## src/rtl/led_drv_pkg.sv

```systemverilog
// Shared definitions for the LED blink driver:
// mode codes, register map and reset constants.
package led_drv_pkg;

    typedef enum logic [1:0] {
        MODE_FOLLOW = 2'b00,
        MODE_BLINK  = 2'b01,
        MODE_PULSE  = 2'b10,
        MODE_OFF    = 2'b11
    } led_mode_e;

    localparam logic [1:0] REG_MODE   = 2'd0;
    localparam logic [1:0] REG_PERIOD = 2'd1;
    localparam logic [1:0] REG_DUTY   = 2'd2;
    localparam logic [1:0] REG_STATUS = 2'd3;

    localparam logic [7:0] DUTY_RST = 8'hFF;

endpackage

```

## src/rtl/led_drv_tick_gen.sv

```systemverilog
// Tick prescaler: one tick every max(PERIOD,1) cycles.
// A PERIOD write reloads the count and masks a tick in that cycle.
module led_drv_tick_gen #(
    parameter int PRESCALE_W = 24,
    parameter logic [PRESCALE_W-1:0] RST_VAL = '1
) (
    input  logic                  clk_i,
    input  logic                  reset_i,
    input  logic [PRESCALE_W-1:0] period_i,
    input  logic                  load_i,
    input  logic [PRESCALE_W-1:0] load_val_i,
    output logic                  tick_o
);

    localparam logic [PRESCALE_W-1:0] ONE = PRESCALE_W'(1);

    logic [PRESCALE_W-1:0] cnt_q, cnt_d;
    logic                  at_end;

    // A period of zero behaves like one: tick every cycle.
    function automatic logic [PRESCALE_W-1:0] eff(
        input logic [PRESCALE_W-1:0] p
    );
        return (p == '0) ? ONE : p;
    endfunction

    // Count runs P..1, so the tick lands every P cycles.
    assign at_end = (cnt_q <= ONE);
    assign tick_o = at_end & ~load_i;

    // Next count: reload on write, reload on tick, else decrement.
    always_comb begin
        cnt_d = cnt_q - ONE;
        if (load_i) begin
            cnt_d = eff(load_val_i);
        end else if (at_end) begin
            cnt_d = eff(period_i);
        end
    end

    // Prescaler register.
    always_ff @(posedge clk_i) begin
        if (reset_i) begin
            cnt_q <= RST_VAL;
        end else begin
            cnt_q <= cnt_d;
        end
    end

endmodule

```

## src/rtl/led_blink_driver.sv

```systemverilog
// LED driver between PIO and pins: follow/blink/pulse/off per LED.
// Optional PWM dimming enabled by defining LED_BLINK_DRIVER_PWM_EN.
module led_blink_driver
    import led_drv_pkg::*;
#(
    parameter int NUM_LEDS       = 3,
    parameter int PRESCALE_W     = 24,
    parameter int DEFAULT_PERIOD = 12_500_000,
    parameter int PULSE_TICKS    = 4
) (
    input  logic                clk,
    input  logic                reset,
    input  logic [1:0]          address,
    input  logic                chipselect,
    input  logic                write_n,
    input  logic [31:0]         writedata,
    output logic [31:0]         readdata,
    input  logic [NUM_LEDS-1:0] led_req,
    output logic [NUM_LEDS-1:0] led_out
);

    localparam int MW = 2 * NUM_LEDS;
    localparam int PC_W = $clog2(PULSE_TICKS + 1);
    localparam logic [PC_W-1:0] PC_LOAD = PC_W'(PULSE_TICKS);
    localparam logic [PRESCALE_W-1:0] PERIOD_RST =
        PRESCALE_W'(DEFAULT_PERIOD);

    logic [MW-1:0]         mode_q, mode_d;
    logic [PRESCALE_W-1:0] period_q, period_d;
    logic                  phase_q, phase_d;
    logic [NUM_LEDS-1:0]   req_q;
    logic [NUM_LEDS-1:0]   led_q, led_d;
    logic [NUM_LEDS-1:0]   rise;
    logic [NUM_LEDS-1:0]   raw;
    logic [7:0]            duty_rd;
    logic                  pwm_on;
    logic                  tick;
    logic                  wr_en;
    logic                  wr_mode;
    logic                  wr_period;
    logic                  unused_wd;

    assign wr_en     = chipselect & ~write_n;
    assign wr_mode   = wr_en & (address == REG_MODE);
    assign wr_period = wr_en & (address == REG_PERIOD);
    assign unused_wd = ^writedata;

    led_drv_tick_gen #(
        .PRESCALE_W (PRESCALE_W),
        .RST_VAL    (PERIOD_RST)
    ) u_tick (
        .clk_i      (clk),
        .reset_i    (reset),
        .period_i   (period_q),
        .load_i     (wr_period),
        .load_val_i (writedata[PRESCALE_W-1:0]),
        .tick_o     (tick)
    );

    // Register file next state and shared blink phase.
    always_comb begin
        mode_d   = mode_q;
        period_d = period_q;
        phase_d  = phase_q ^ tick;
        if (wr_mode) begin
            mode_d = writedata[MW-1:0];
        end
        if (wr_period) begin
            period_d = writedata[PRESCALE_W-1:0];
        end
    end

    // Register file, phase and request history.
    always_ff @(posedge clk) begin
        if (reset) begin
            mode_q   <= '0;
            period_q <= PERIOD_RST;
            phase_q  <= 1'b0;
            req_q    <= '0;
        end else begin
            mode_q   <= mode_d;
            period_q <= period_d;
            phase_q  <= phase_d;
            req_q    <= led_req;
        end
    end

    assign rise = led_req & ~req_q;

`ifdef LED_BLINK_DRIVER_PWM_EN
    logic [7:0] duty_q, duty_d;
    logic [7:0] pwm_q, pwm_d;
    logic       wr_duty;

    assign wr_duty = wr_en & (address == REG_DUTY);

    // Duty register update and free-running PWM counter.
    always_comb begin
        duty_d = duty_q;
        pwm_d  = pwm_q + 8'd1;
        if (wr_duty) begin
            duty_d = writedata[7:0];
        end
    end

    // Duty and PWM counter registers.
    always_ff @(posedge clk) begin
        if (reset) begin
            duty_q <= DUTY_RST;
            pwm_q  <= '0;
        end else begin
            duty_q <= duty_d;
            pwm_q  <= pwm_d;
        end
    end

    assign pwm_on  = (pwm_q < duty_q) | (duty_q == 8'hFF);
    assign duty_rd = duty_q;
`else
    assign pwm_on  = 1'b1;
    assign duty_rd = 8'h00;
`endif

    for (genvar i = 0; i < NUM_LEDS; i++) begin : g_led
        logic [PC_W-1:0] pc_q, pc_d;
        logic            raw_b;
        led_mode_e       md;

        assign md = led_mode_e'(mode_q[2*i +: 2]);

        // Pulse stretch: a rising request (re)loads, ticks drain.
        always_comb begin
            pc_d = pc_q;
            if (rise[i]) begin
                pc_d = PC_LOAD;
            end else if (tick && (pc_q != '0)) begin
                pc_d = pc_q - PC_W'(1);
            end
        end

        // Pulse counter register.
        always_ff @(posedge clk) begin
            if (reset) begin
                pc_q <= '0;
            end else begin
                pc_q <= pc_d;
            end
        end

        // Per-LED mode select.
        always_comb begin
            raw_b = 1'b0;
            unique case (md)
                MODE_FOLLOW: raw_b = led_req[i];
                MODE_BLINK:  raw_b = led_req[i] & phase_q;
                MODE_PULSE:  raw_b = (pc_q != '0);
                MODE_OFF:    raw_b = 1'b0;
            endcase
        end

        assign raw[i] = raw_b;
    end

    assign led_d = raw & {NUM_LEDS{pwm_on}};

    // Registered LED drive.
    always_ff @(posedge clk) begin
        if (reset) begin
            led_q <= '0;
        end else begin
            led_q <= led_d;
        end
    end

    assign led_out = led_q;

    // Zero-wait read mux, unused bits zero.
    always_comb begin
        readdata = '0;
        unique case (address)
            REG_MODE:   readdata[MW-1:0] = mode_q;
            REG_PERIOD: readdata[PRESCALE_W-1:0] = period_q;
            REG_DUTY:   readdata[7:0] = duty_rd;
            REG_STATUS: readdata[NUM_LEDS-1:0] = led_q;
        endcase
    end

endmodule
```

## config.mk

```make
export PLATFORM = sky130hd
export DESIGN_NAME = led_blink_driver
export DESIGN_NICKNAME = d
export VERILOG_FILES = /design/src/rtl/led_drv_pkg.sv /design/src/rtl/led_drv_tick_gen.sv /design/src/rtl/led_blink_driver.sv
export SDC_FILE = /design/constraint.sdc
export NUM_CORES = 1
export LEC_CHECK = 0
export BUFFER_PORTS_ARGS = -buffer_cell sky130_fd_sc_hd__buf_4
export CAP_MARGIN = 20
export CORE_ASPECT_RATIO = 1.5
export CORE_MARGIN = 5
export CORE_UTILIZATION = 29
export DETAILED_ROUTE_END_ITERATION = 12
export GPL_TIMING_DRIVEN = 0
export PLACE_DENSITY_LB_ADDON = 0.3
export SETUP_SLACK_MARGIN = 0.15
export SYNTH_ARGS = -nofsm -noshare
export SYNTH_HDL_FRONTEND = slang
export SYNTH_HIERARCHICAL = 1
export SYNTH_SLANG_ARGS = --single-unit
```

## constraint.sdc

```tcl
create_clock -name clk -period 2.9 [get_ports clk]
set_input_delay 0.145 -clock clk [delete_from_list [all_inputs] [get_ports clk]]
set_output_delay 0.145 -clock clk [all_outputs]
set_load 0.005 [all_outputs]
```

# Word-level counts from Yosys, hierarchy flattened
# Cells that the tools add are included.
totals:
  ff_bits: 70
  in_bits: 41
  output_inout_bits: 35
  word_cells: 76
classes:
  add_sub_neg: 4
  magnitude_cmp: 1
  eq_ne: 12
  muxes: 17
  n_bitwise: 12
  reduce_logical: 18
op_table:
  columns: ["op", "count"]
  rows:
  - ["$mux W24", 4]
  - ["$logic_not A24 Y1", 2]
  - ["$le A24 B1 Y1 const B", 1]
  - ["$sub A24 B1 Y24 const B", 1]
  - ["$mux W3", 6]
  - ["$eq A2 B2 Y1 const B", 8]
  - ["$mux W16", 1]
  - ["$pmux W1 S4", 3]
  - ["$pmux W3 S4", 1]
  - ["$reduce_bool A3 Y1", 3]
  - ["$sub A3 B1 Y3 const B", 3]
  - ["$eq A2 B1 Y1 const B", 4]
  - ["$logic_not A2 Y1", 4]
  - ["$and A1 B1 Y1", 7]
  - ["$pmux W3 S2", 1]
  - ["$reduce_bool A2 Y1", 3]
  - ["$reduce_or A2 Y1", 3]
  - ["$and A3 B3 Y3", 1]
  - ["$logic_and A1 B1 Y1", 3]
  - ["$not A3 Y3", 1]
  - ["$mux W2", 1]
  - ["$not A1 Y1", 2]
  - ["$xor A1 B1 Y1", 1]

# Depth between registers and ports, before layout
# Gate-level depths: netlist of the first run.
depth:
  word_depth: 8
  mapped_depth: 10
  ltp_nobuf: 7

# Hierarchy
# The synthesis of the first run kept the hierarchy.
modules_own_cells:
  columns: ["module", "instances", "cells_per_inst", "area_each_um2", "seq_area_each_um2"]
  rows:
  - ["led_blink_driver", 1, 256, 2162.1, 920.9]
  - ["led_drv_tick_gen", 1, 213, 1694.1, 480.5]

# Worst setup path after synthesis of the first run
# OpenSTA, ideal clock, no wires.
synth_timing:
  path_type: "input-to-reg"
  from: "in write_n"
  to: "reg g_led[0].pc_q[0]"
  setup_ns: 0.086
  arrival_time_ns: 2.021
  required_time_ns: 2.814
  setup_slack_ns: 0.793
  stages: 10
  n_path_buf: 5
  path_cell_list: "nand4bb_1 -> buf_2 -> inv_2 -> buf_2 -> clkbuf_1 -> clkbuf_1 -> nor3_1 -> clkbuf_1 -> nand3_1 -> a211oi_1"
synth_between:
  elab_chain_cells: 6
synth_rtl:
  columns: ["item", "line_no", "text"]
  rows:
  - ["start: declaration", "led_blink_driver.sv:15", "input logic write_n,"]
  - ["$not A1 Y1", "led_blink_driver.sv:43", "assign wr_en = chipselect & ~write_n;"]
  - ["$and A1 B1 Y1", "led_blink_driver.sv:43", null]
  - ["$and A1 B1 Y1", "led_blink_driver.sv:45", "assign wr_period = wr_en & (address == REG_PERIOD);"]
  - ["via wr_period", "led_blink_driver.sv:40", "logic wr_period;"]
  - ["$not A1 Y1", "led_drv_tick_gen.sv:29", "assign tick_o = at_end & ~load_i;"]
  - ["$and A1 B1 Y1", "led_drv_tick_gen.sv:29", null]
  - ["via tick", "led_blink_driver.sv:37", "logic tick;"]
  - ["$logic_and A1 B1 Y1", "led_blink_driver.sv:136", "end else if (tick && (pc_q != '0)) begin"]
  - ["end signal: assignment", "led_blink_driver.sv:146", "pc_q <= pc_d;"]
  - ["end: declaration", "led_blink_driver.sv:125", "logic [PC_W-1:0] pc_q, pc_d;"]
# The timed path passes the listed nets, and every way through them passes these cells.
# A chain may end at the register's enable or synchronous reset.

# Final worst setup path of the first run
layout_timing:
  from: "reg u_tick.cnt_q[5]"
  to: "reg g_led[2].pc_q[0]"
layout_between:
  elab_chain_cells: 3
layout_rtl:
  columns: ["item", "line_no", "text"]
  rows:
  - ["start: declaration", "led_drv_tick_gen.sv:17", "logic [PRESCALE_W-1:0] cnt_q, cnt_d;"]
  - ["start signal: assignment", "led_drv_tick_gen.sv:46", "cnt_q <= cnt_d;"]
  - ["$le A24 B1 Y1", "led_drv_tick_gen.sv:28", "assign at_end = (cnt_q <= ONE);"]
  - ["$and A1 B1 Y1", "led_drv_tick_gen.sv:29", null]
  - ["via tick", "led_blink_driver.sv:37", null]
  - ["$logic_and A1 B1 Y1", "led_blink_driver.sv:136", null]
  - ["end signal: assignment", "led_blink_driver.sv:146", null]
  - ["end: declaration", "led_blink_driver.sv:125", null]
# The timed path passes the listed nets, and every way through them passes these cells.

==> results.yml, run 1 <==
critical_path:
  cp.arrival_ns: 2.82
  path_depth: 6
  cp_cell_sequence: "nor4_4 > o2111ai_1 > nor3_4 > clkbuf_1 > nand3_1 > a211oi_1"
  cp_slowest_stage_delay_ns: 0.56
  startpoint_type: "register"
  worstSetupEndpointType: "register"
  reg2regPathDepth: 6
  cp_top_family: "simple AND/OR/NAND/NOR gates"
  crit_required_ns: 3.13
  crit_slowest_cell: "nor4_4"
  path_max_fanout: 10
  cp.buffers_inverters: 1
  crit_type: "register to register"
sta:
  tns_ns: 0
  finalClockSkew_ns: 0.005969
  slew_headroom_pct: 55.57
  rsz0062_at_grt: "no"
  hold_viol: 0
  fin_crit_sh_pct: 89.17
  slew_viol_final: 0
  fin_ws_ns: 0.3141
  setup_viol: 0
  finalCriticalPeriod_ns: 2.586
  worst_slew_pin_slew_ns: 0.6664
  fmax_mhz: 386.7
cts:
  htreeDepth: 3
  cts-root-buf: "clkbuf_16"
  clk_path_buf_depth: 2
  cts_num_sinks: 70
  cts_setup_buffers: 0
  path_clk_slew_ns: 0.06
  cts_tree: "done"
  cts-buffers-inserted: 9
  clkLatencyLatePin_ns: 0.34
synth:
  async_flop_share_pct: 0
  synth_common_cells: "nand2_1 (73), dfxtp_1 (70), nor2_1 (38)"
  synth_top_area_share_pct: 36.34
  synthFlopType: "dfxtp_1"
  synth_edf_count: 0
  yosys_warnings: 6
  ys_top_cells_by_area: "dfxtp_1 (36%), nand2_1 (7.1%), nor2_1 (3.7%)"
  yosys.cell_count.top_type: "nand2_1"
  synthesis.area_mm2: 0.003856
  syn_inst: 469
  yosys.area.top_type: "dfxtp_1"
  ys_seq_area_share_pct: 36.34
  synth-seq-cells: 70
  synth_area_per_cell_um2: 8.222
  yosysUniqueCellTypes: 57
power:
  powerDensity_mw_per_mm2: 519.6
  irDropWorstVdd_mv: 0.3624
  p_leak_nw: 1.878
routing:
  via_per_inst: 5.305
  wire_per_inst_um: 17.95
  wl_um: 12730
  vias: 3761
  drt_first_pass_iters: 6
  post-route-drc-count: 0
  drtIter0Drc: 304
  final_antenna_net_count: 0
final_layout:
  fin_area_mm2: 0.004836
  area_growth_pct: 25.41
  antenna_cells: 0
  final_util_pct: 37.15
  fill_cells: 1371
  nNetsFinal: 595
  drive_gt1_share_pct: 18.73
floorplan:
  core_mm2: 0.01302
  die_h_um: 151.2
  num_rows: 51
  start_util_pct: 29.62
  die_w_um: 104.2
  dieArea_mm2: 0.01575
  io_pins: 76
placement:
  place_congestion: 0.9396
  dpl.hpwl_um: 9939
  portBuffers: 59
  dpl_cell_area_mm2: 0.004524
  pre_cts_slack_ns: -0.1283
global_route:
  grt_pass1_wl_um: 20140
  antenna_found_initial: 0
  grt_max_degree: 12
  grt_usage_pct: 15.94
  grt_pass1_vias: 3926
  grt-ovfl-total: 0
worst_hold_path:
  min_path_type: "input pin to register"
  min_path_cells: 3
outcome:
  status: "completed"
run:
  cap_violations: 0
==> per-stage QoR <==
| stage | power [mW] | std cells | hold slack, ns |
|---|---|---|---|
| 2_1_floorplan | 1.311 | 476 | 0.2678 |
| 3_3_place_gp | 1.455 | 694 | 0.3934 |
| 3_5_place_dp | 1.463 | 694 | 0.3977 |
| 4_1_cts | 2.522 | 709 | 0.05269 |
| 5_1_grt | 2.613 | 709 | 0.05959 |
| 6_report | 2.513 | 709 | 0.05890 |
==> repair_timing <==
action	CTS	global route
setup endpoints to repair	8	4
hold buffers	0	0
gates resized for setup	2	2
pin swaps	0	1
==> area by class of cell <==
| class | instances | area, um2 | share of cell area (%) |
|---|---|---|---|
| buffer | 32 | 177.7 | 3.674 |
| sequential | 70 | 1401 | 28.98 |
| clock buffer | 15 | 287.8 | 5.951 |
| timing repair buffer | 59 | 442.9 | 9.159 |
| multi-input combinational | 362 | 2282 | 47.19 |
| inverter | 12 | 45.04 | 0.9314 |
| tap | 159 | 198.9 | 4.114 |
==> flip-flops by register name (all words and copies together), names as in the netlist <==
| name | flops |
|---|---|
| g_led.pc_q | 9 |
| led_out | 3 |
| mode_q | 6 |
| period_q | 24 |
| phase_q | 1 |
| req_q | 3 |
| u_tick/cnt_q | 24 |
==> logic make-up after synthesis <==
family | count (synthesis) | share of synthesized area, %
AND/OR/NAND/NOR | 233 | 32.97
AO/OA/AOI/OAI | 82 | 14.76
flip-flops | 70 | 36.34
buffers and inverters | 44 | 5.775
XOR/XNOR | 18 | 4.088
multiplexers | 13 | 3.374
adder cells (fa/ha/maj) | 8 | 2.596
other | 1 | 0.09725
==> worst register-to-register path: cells and delay by family, from the launching register on <==
kind                   cells  cell delay [ns]
AO/OA/AOI/OAI              2             0.69
buffers and inverters      1             0.40
AND/OR/NAND/NOR            3             1.04
flip-flops                 1             0.35
==> metal layers <==
layer / part of all wire [%] / up-vias / track usage, %
met1: 37 / 1764 / 16.37
met5: 0 / - / 0
met3: 4.0 / 37 / 2.644
met4: 3.7 / 0 / 8.036
met2: 56 / 130 / 30.84
li1: - / 1830 / -
==> cells in the final DEF, fill, tap and decap left out, types with 13 or more instances in the layout <==
master,n
nand2_1,73
dfxtp_1,70
buf_4,68
nor2_1,38
a21oi_1,23
and2_1,18
nand3_1,15
clkbuf_1,15
nand3b_1,15
nor4_1,14
mux2i_1,13
xnor2_1,13
==> where the power goes <==
group / internal [mW] / switching [mW] / leakage (nW) / total (mW)
Combinational: 0.174 / 0.200 / 1.16 / 0.374
Clock: 0.668 / 0.394 / 0.142 / 1.06
Sequential: 1.01 / 0.0632 / 0.572 / 1.08
==> final timing paths <==
kind	startpoint	end	slack [ns]
worst max-delay path	u_tick/cnt_q[5]	g_led[2].pc_q[0]	0.31
worst min-delay path	writedata[19]	period_q[19]	0.06
worst max register to register	u_tick/cnt_q[5]	g_led[2].pc_q[0]	0.31
worst min register to register	period_q[7]	period_q[7]	0.50
(Power assumes the default switching activity.)
==> run 2, diff against run 1 <==
ABC_AREA = 1   (was default)
ABC_CLOCK_PERIOD_IN_PS = 2900   (was default)
CORE_UTILIZATION = 33   (was 29)
==> run 2 against run 1 <==
- clock skew is essentially flat
- setup slack gained 0.27 ns
- non-clock buffer count decreased by 4
- clock power barely moved
- critical path depth grew 5
- utilization up 3.7 points
- die area decreased by 1.5%
- cell count up 28%
==> results.yml, run 2 <==
outcome:
  status: "completed"
placement:
  portBuffers: 59
  dpl.hpwl_um: 10340
  place_congestion: 0.9408
  pre_cts_slack_ns: 0.5586
  dp_cells: 896
routing:
  wire_per_inst_um: 13.93
  post-route-drc-count: 0
  drt_first_pass_iters: 5
  wl_um: 12660
  via_per_inst: 4.618
  drtIter0Drc: 176
  vias: 4198
  final_antenna_net_count: 0
global_route:
  grt_pass1_vias: 4178
  grt_pass1_wl_um: 20270
  grt_usage_pct: 17.06
  antenna_found_initial: 0
  grt-ovfl-total: 0
  grt_max_degree: 11
sta:
  setup_viol: 0
  fin_crit_sh_pct: 79.70
  finalClockSkew_ns: 0.006212
  worst_slew_pin_slew_ns: 0.5231
  fmax_mhz: 432.6
  slew_headroom_pct: 65.13
  finalCriticalPeriod_ns: 2.311
  fin_ws_ns: 0.5886
  slew_viol_final: 0
  rsz0062_at_grt: "no"
  tns_ns: 0
  hold_viol: 0
  whs_ns: 0.03325
synth:
  synthFlopType: "dfxtp_1"
  ys_seq_area_share_pct: 32.47
  synth_common_cells: "nand2_1 (148), nor2_1 (127), inv_1 (84)"
  syn_inst: 671
  synth-seq-cells: 70
  yosys.area.top_type: "dfxtp_1"
  async_flop_share_pct: 0
  yosys_warnings: 6
  synthesis.area_mm2: 0.004315
  synth_top_area_share_pct: 32.47
  yosysUniqueCellTypes: 38
  synth_area_per_cell_um2: 6.431
  ys_top_cells_by_area: "dfxtp_1 (32%), nand2_1 (13%), nor2_1 (11%)"
  yosys.cell_count.top_type: "nand2_1"
  synth_edf_count: 0
final_layout:
  fin_cells: 909
  final_common_cell: "nand2_1"
  nNetsFinal: 797
  fill_cells: 1387
  drive_gt1_share_pct: 16.80
  area_growth_pct: 21.92
  antenna_cells: 0
  largestRegisters: "period_q (24), u_tick/cnt_q (24), g_led.pc_q (9)"
  layout_common_cells: "nand2_1 (148), nor2_1 (127), inv_1 (84)"
critical_path:
  crit_required_ns: 3.12
  worstSetupEndpointType: "register"
  cp_slowest_stage_delay_ns: 0.31
  crit_type: "register to register"
  cp.arrival_ns: 2.53
  reg2regPathDepth: 11
  crit_slowest_cell: "dfxtp_1"
  cp_cell_sequence: "inv_1 > ha_1 > o21ai_1 > nor2_4 > nand3_4 > nor2_4 > buf_4 > inv_1 > a21oi_1 > nand2_1 > nor3b_1"
  rrSetupSlack_ns: 0.59
  path_max_fanout: 10
  startpoint_type: "register"
  r2r_start: "u_tick/cnt_q[0]"
  r2r_end: "g_led[2].pc_q[1]"
worst_hold_path:
  min_path_type: "input pin to register"
  holdPathEnd: "req_q[2]"
  hp-start: "led_req[2]"
  min_path_cells: 3
floorplan:
  dieArea_mm2: 0.01551
  num_rows: 51
  die_w_um: 103.4
  core_mm2: 0.01289
  die_h_um: 150.1
  start_util_pct: 33.48
  io_pins: 76
cts:
  cts-resized-gates: 0
  htreeDepth: 3
  cts_hold_buf: 0
  cts-root-buf: "clkbuf_16"
  cts_setup_buffers: 0
  path_clk_slew_ns: 0.05
  cts-buffers-inserted: 9
  cts_tree: "done"
  clkLatencyLatePin_ns: 0.33
  cts_num_sinks: 70
  clk_path_buf_depth: 2
power:
  powerDensity_mw_per_mm2: 485.7
  p_leak_nw: 2.511
  irDropWorstVdd_mv: 0.5014
run:
  cap_violations: 0
-- run 2: cell types whose count changed after synthesis, sizes merged, moves of 13 or more --
cell,previous run,this run
mux2i,13,0
nand3,15,72
and2,18,1
nand2,73,154
nor4,19,0
inv,12,89
nor2,38,143
o21ai,17,34
-- run 2: kinds of logic after synthesis --
kind of cell | count (synthesis) | share of synthesized area (%)
and+or+nand+nor | 396 | 41.72
buffers and inverters | 117 | 12.93
DFF | 70 | 32.47
AOI/OAI and AO/OA | 69 | 8.437
xor gates and xnor gates | 10 | 2.030
adders and majority gates | 8 | 2.320
other | 1 | 0.08690
-- run 2: through the flow --
step                      cell area, um2  total power [mW]  util (%)
after detailed placement            4984             1.529     38.66
after CTS                           5261             2.578     40.82
after global routing                5261             2.684     40.82
after floorplan                     4342             1.362         -
after global placement              4984             1.531     38.66
final                               5261             2.555     40.82
-- run 2: where the power goes --
| group | leakage, nW | internal (mW) | total [mW] | switching [mW] |
|---|---|---|---|---|
| Clock | 0.137 | 0.672 | 1.05 | 0.373 |
| Sequential | 0.572 | 1.02 | 1.07 | 0.0487 |
| Combinational | 1.80 | 0.179 | 0.444 | 0.265 |
| Total | 2.51 | 1.87 | 2.56 | 0.687 |
-- run 2: critical path: cells and delay by family, from the launching register on --
kind | cells | cell delay [ns]
AND/OR/NAND/NOR | 5 | 0.78
adder cells (fa/ha/maj) | 1 | 0.27
buffers and inverters | 3 | 0.43
AO/OA/AOI/OAI | 2 | 0.41
flip-flops | 1 | 0.31
-- run 2: worst max-delay path by stage --
| stage | from | endpoint | cells past startpoint |
|---|---|---|---|
| floorplan | u_tick/cnt_q[0] | g_led[1].pc_q[1] | 11 |
| global placement | u_tick/cnt_q[0] | g_led[2].pc_q[1] | 11 |
| detailed placement | u_tick/cnt_q[0] | g_led[2].pc_q[1] | 11 |
| CTS | u_tick/cnt_q[0] | g_led[2].pc_q[1] | 11 |
| global route | u_tick/cnt_q[0] | g_led[1].pc_q[1] | 11 |
| finish | u_tick/cnt_q[0] | g_led[2].pc_q[1] | 11 |
-- run 2: layout make-up --
class / count / area, um2 / area share [%]
multi-input cells: 491 / 2382 / 45.28
clock inverters: 2 / 35.03 / 0.6659
inverters: 89 / 346.6 / 6.587
well taps: 159 / 198.9 / 3.781
flip-flops and latches: 70 / 1401 / 26.63
repair buffers: 59 / 442.9 / 8.419
plain buffers: 28 / 211.5 / 4.019
clock buffers: 11 / 242.7 / 4.614
-- run 2: routing by layer --
layer / routed length, um / global-route usage, %
met1: 4788 / 17.65
met2: 6972 / 31.48
met3: 411 / 3.312
met4: 488 / 8.684
met5: 0 / 0
==> run 3, diff against run 2 <==
ABC_CLOCK_PERIOD_IN_PS = 2250   (was 2900)
clock period = 2.25 ns   (was 2.9 ns; I/O delays follow)
==> run 3 against run 2 <==
- register-to-register slack lost 0.21 ns
- non-clock buffer count rose by 4
- utilization up 0.46 points
- count of clock-buffer cells in the layout is the same
- setup slack lost 0.21 ns
- clock skew rose by 0.00088 ns
- power rose by 29%
- clock power up 29%
- cell count increased by 0.44%
- die area unchanged
- via count grew 0.71%
- global-route usage up 0.066 points
==> results.yml, run 3 (synthesis results as in run 2) <==
cts:
  clk_path_buf_depth: 2
  path_clk_slew_ns: 0.05
  cts_num_sinks: 70
  cts_tree: "done"
  htreeDepth: 3
  clkLatencyLatePin_ns: 0.32
  cts-root-buf: "clkbuf_16"
  cts-buffers-inserted: 9
floorplan:
  start_util_pct: 33.48
  dieArea_mm2: 0.01551
  io_pins: 76
  num_rows: 51
  die_h_um: 150.1
  core_mm2: 0.01289
  die_w_um: 103.4
sta:
  fin_crit_sh_pct: 82.97
  tns_ns: 0
  slew_viol_final: 0
  hold_viol: 0
  whs_ns: 0.008559
  fmax_mhz: 535.7
  rsz0062_at_grt: "no"
  fin_ws_ns: 0.3832
  slew_headroom_pct: 65.96
  finalClockSkew_ns: 0.007093
  worst_slew_pin_slew_ns: 0.5106
  finalCriticalPeriod_ns: 1.867
  setup_viol: 0
critical_path:
  cp.arrival_ns: 2.08
  startpoint_type: "register"
  worstSetupEndpointType: "register"
  path_max_fanout: 10
  crit_type: "register to register"
  crit_required_ns: 2.47
routing:
  drtIter0Drc: 149
  wl_um: 12690
  vias: 4228
  drt_first_pass_iters: 4
  final_antenna_net_count: 0
  via_per_inst: 4.631
  wire_per_inst_um: 13.90
  post-route-drc-count: 0
final_layout:
  final_common_cell: "nand2_1"
  final_util_pct: 41.27
  fin_area_mm2: 0.005320
  area_growth_pct: 23.28
  antenna_cells: 0
  fin_cells: 913
  layout_common_cells: "nand2_1 (148), nor2_1 (127), inv_1 (82)"
  largestRegisters: "period_q (24), u_tick/cnt_q (24), g_led.pc_q (9)"
  fill_cells: 1384
  drive_gt1_share_pct: 17.90
  nNetsFinal: 801
placement:
  dpl_cell_area_mm2: 0.004984
  dp_cells: 896
  pre_cts_slack_ns: -0.09142
  portBuffers: 59
  place_congestion: 0.9408
  dpl.hpwl_um: 10340
power:
  p_leak_nw: 2.527
  irDropWorstVdd_mv: 0.6456
  powerDensity_mw_per_mm2: 620.1
  power_mw: 3.299
global_route:
  grt_usage_pct: 17.12
  grt_pass1_vias: 4172
  grt_max_degree: 11
  grt-ovfl-total: 0
  grt_pass1_wl_um: 20340
  antenna_found_initial: 0
worst_hold_path:
  min_path_type: "input pin to register"
run:
  cap_violations: 0
outcome:
  status: "completed"
## run 3: worst max-delay path, cell delays in order (launching register included)
cell and delay [ns]:
dfxtp_1 0.30, inv_2 0.09, ha_2 0.19, o21ai_1 0.12
nor2_4 0.13, nand3_4 0.13, nor2_4 0.16, buf_6 0.16
inv_1 0.09, a21oi_2 0.19, nand2_1 0.07, nor3b_1 0.13
## run 3: final timing paths
path	cells past startpoint	start	slack, ns	to
hold / removal	3	led_req[0]	0.009	req_q[0]
setup reg to reg	11	u_tick/cnt_q[1]	0.38	g_led[2].pc_q[1]
setup / recovery	11	u_tick/cnt_q[1]	0.38	g_led[2].pc_q[1]
hold reg to reg	2	g_led[2].pc_q[0]	0.46	g_led[2].pc_q[0]
## run 3: metal layers
metal | up-vias | track usage (%) | part of all wire (%)
li1 | 2254 | - | -
met1 | 1853 | 17.77 | 37
met2 | 89 | 31.70 | 55
met3 | 32 | 3.312 | 4.0
met4 | 0 | 8.425 | 4.4
met5 | - | 0 | 0
## run 3: where the power goes
part / switching [mW] / total [mW] / internal (mW)
registers: 0.0636 / 1.37 / 1.31
clock network: 0.479 / 1.35 / 0.867
logic: 0.343 / 0.579 / 0.236
## run 3: layout make-up
class                   count  area (um2)  share of cell area (%)
multi-input cells         491        2405                   45.20
flip-flops and latches     70        1401                   26.34
repair buffers             63       475.5                   8.937
inverters                  89       346.6                   6.515
clock buffers              11       242.7                   4.563
plain buffers              28       215.2                   4.045
well taps                 159       198.9                   3.739
clock inverters             2       35.03                  0.6585
## run 3: what timing repair did
action,in CTS,in global routing
setup endpoints to repair,5,5
hold buffers,1,0
resized for setup,3,5
pin swaps,1,1
hold endpoints to repair,1,0
buffers inserted,1,2
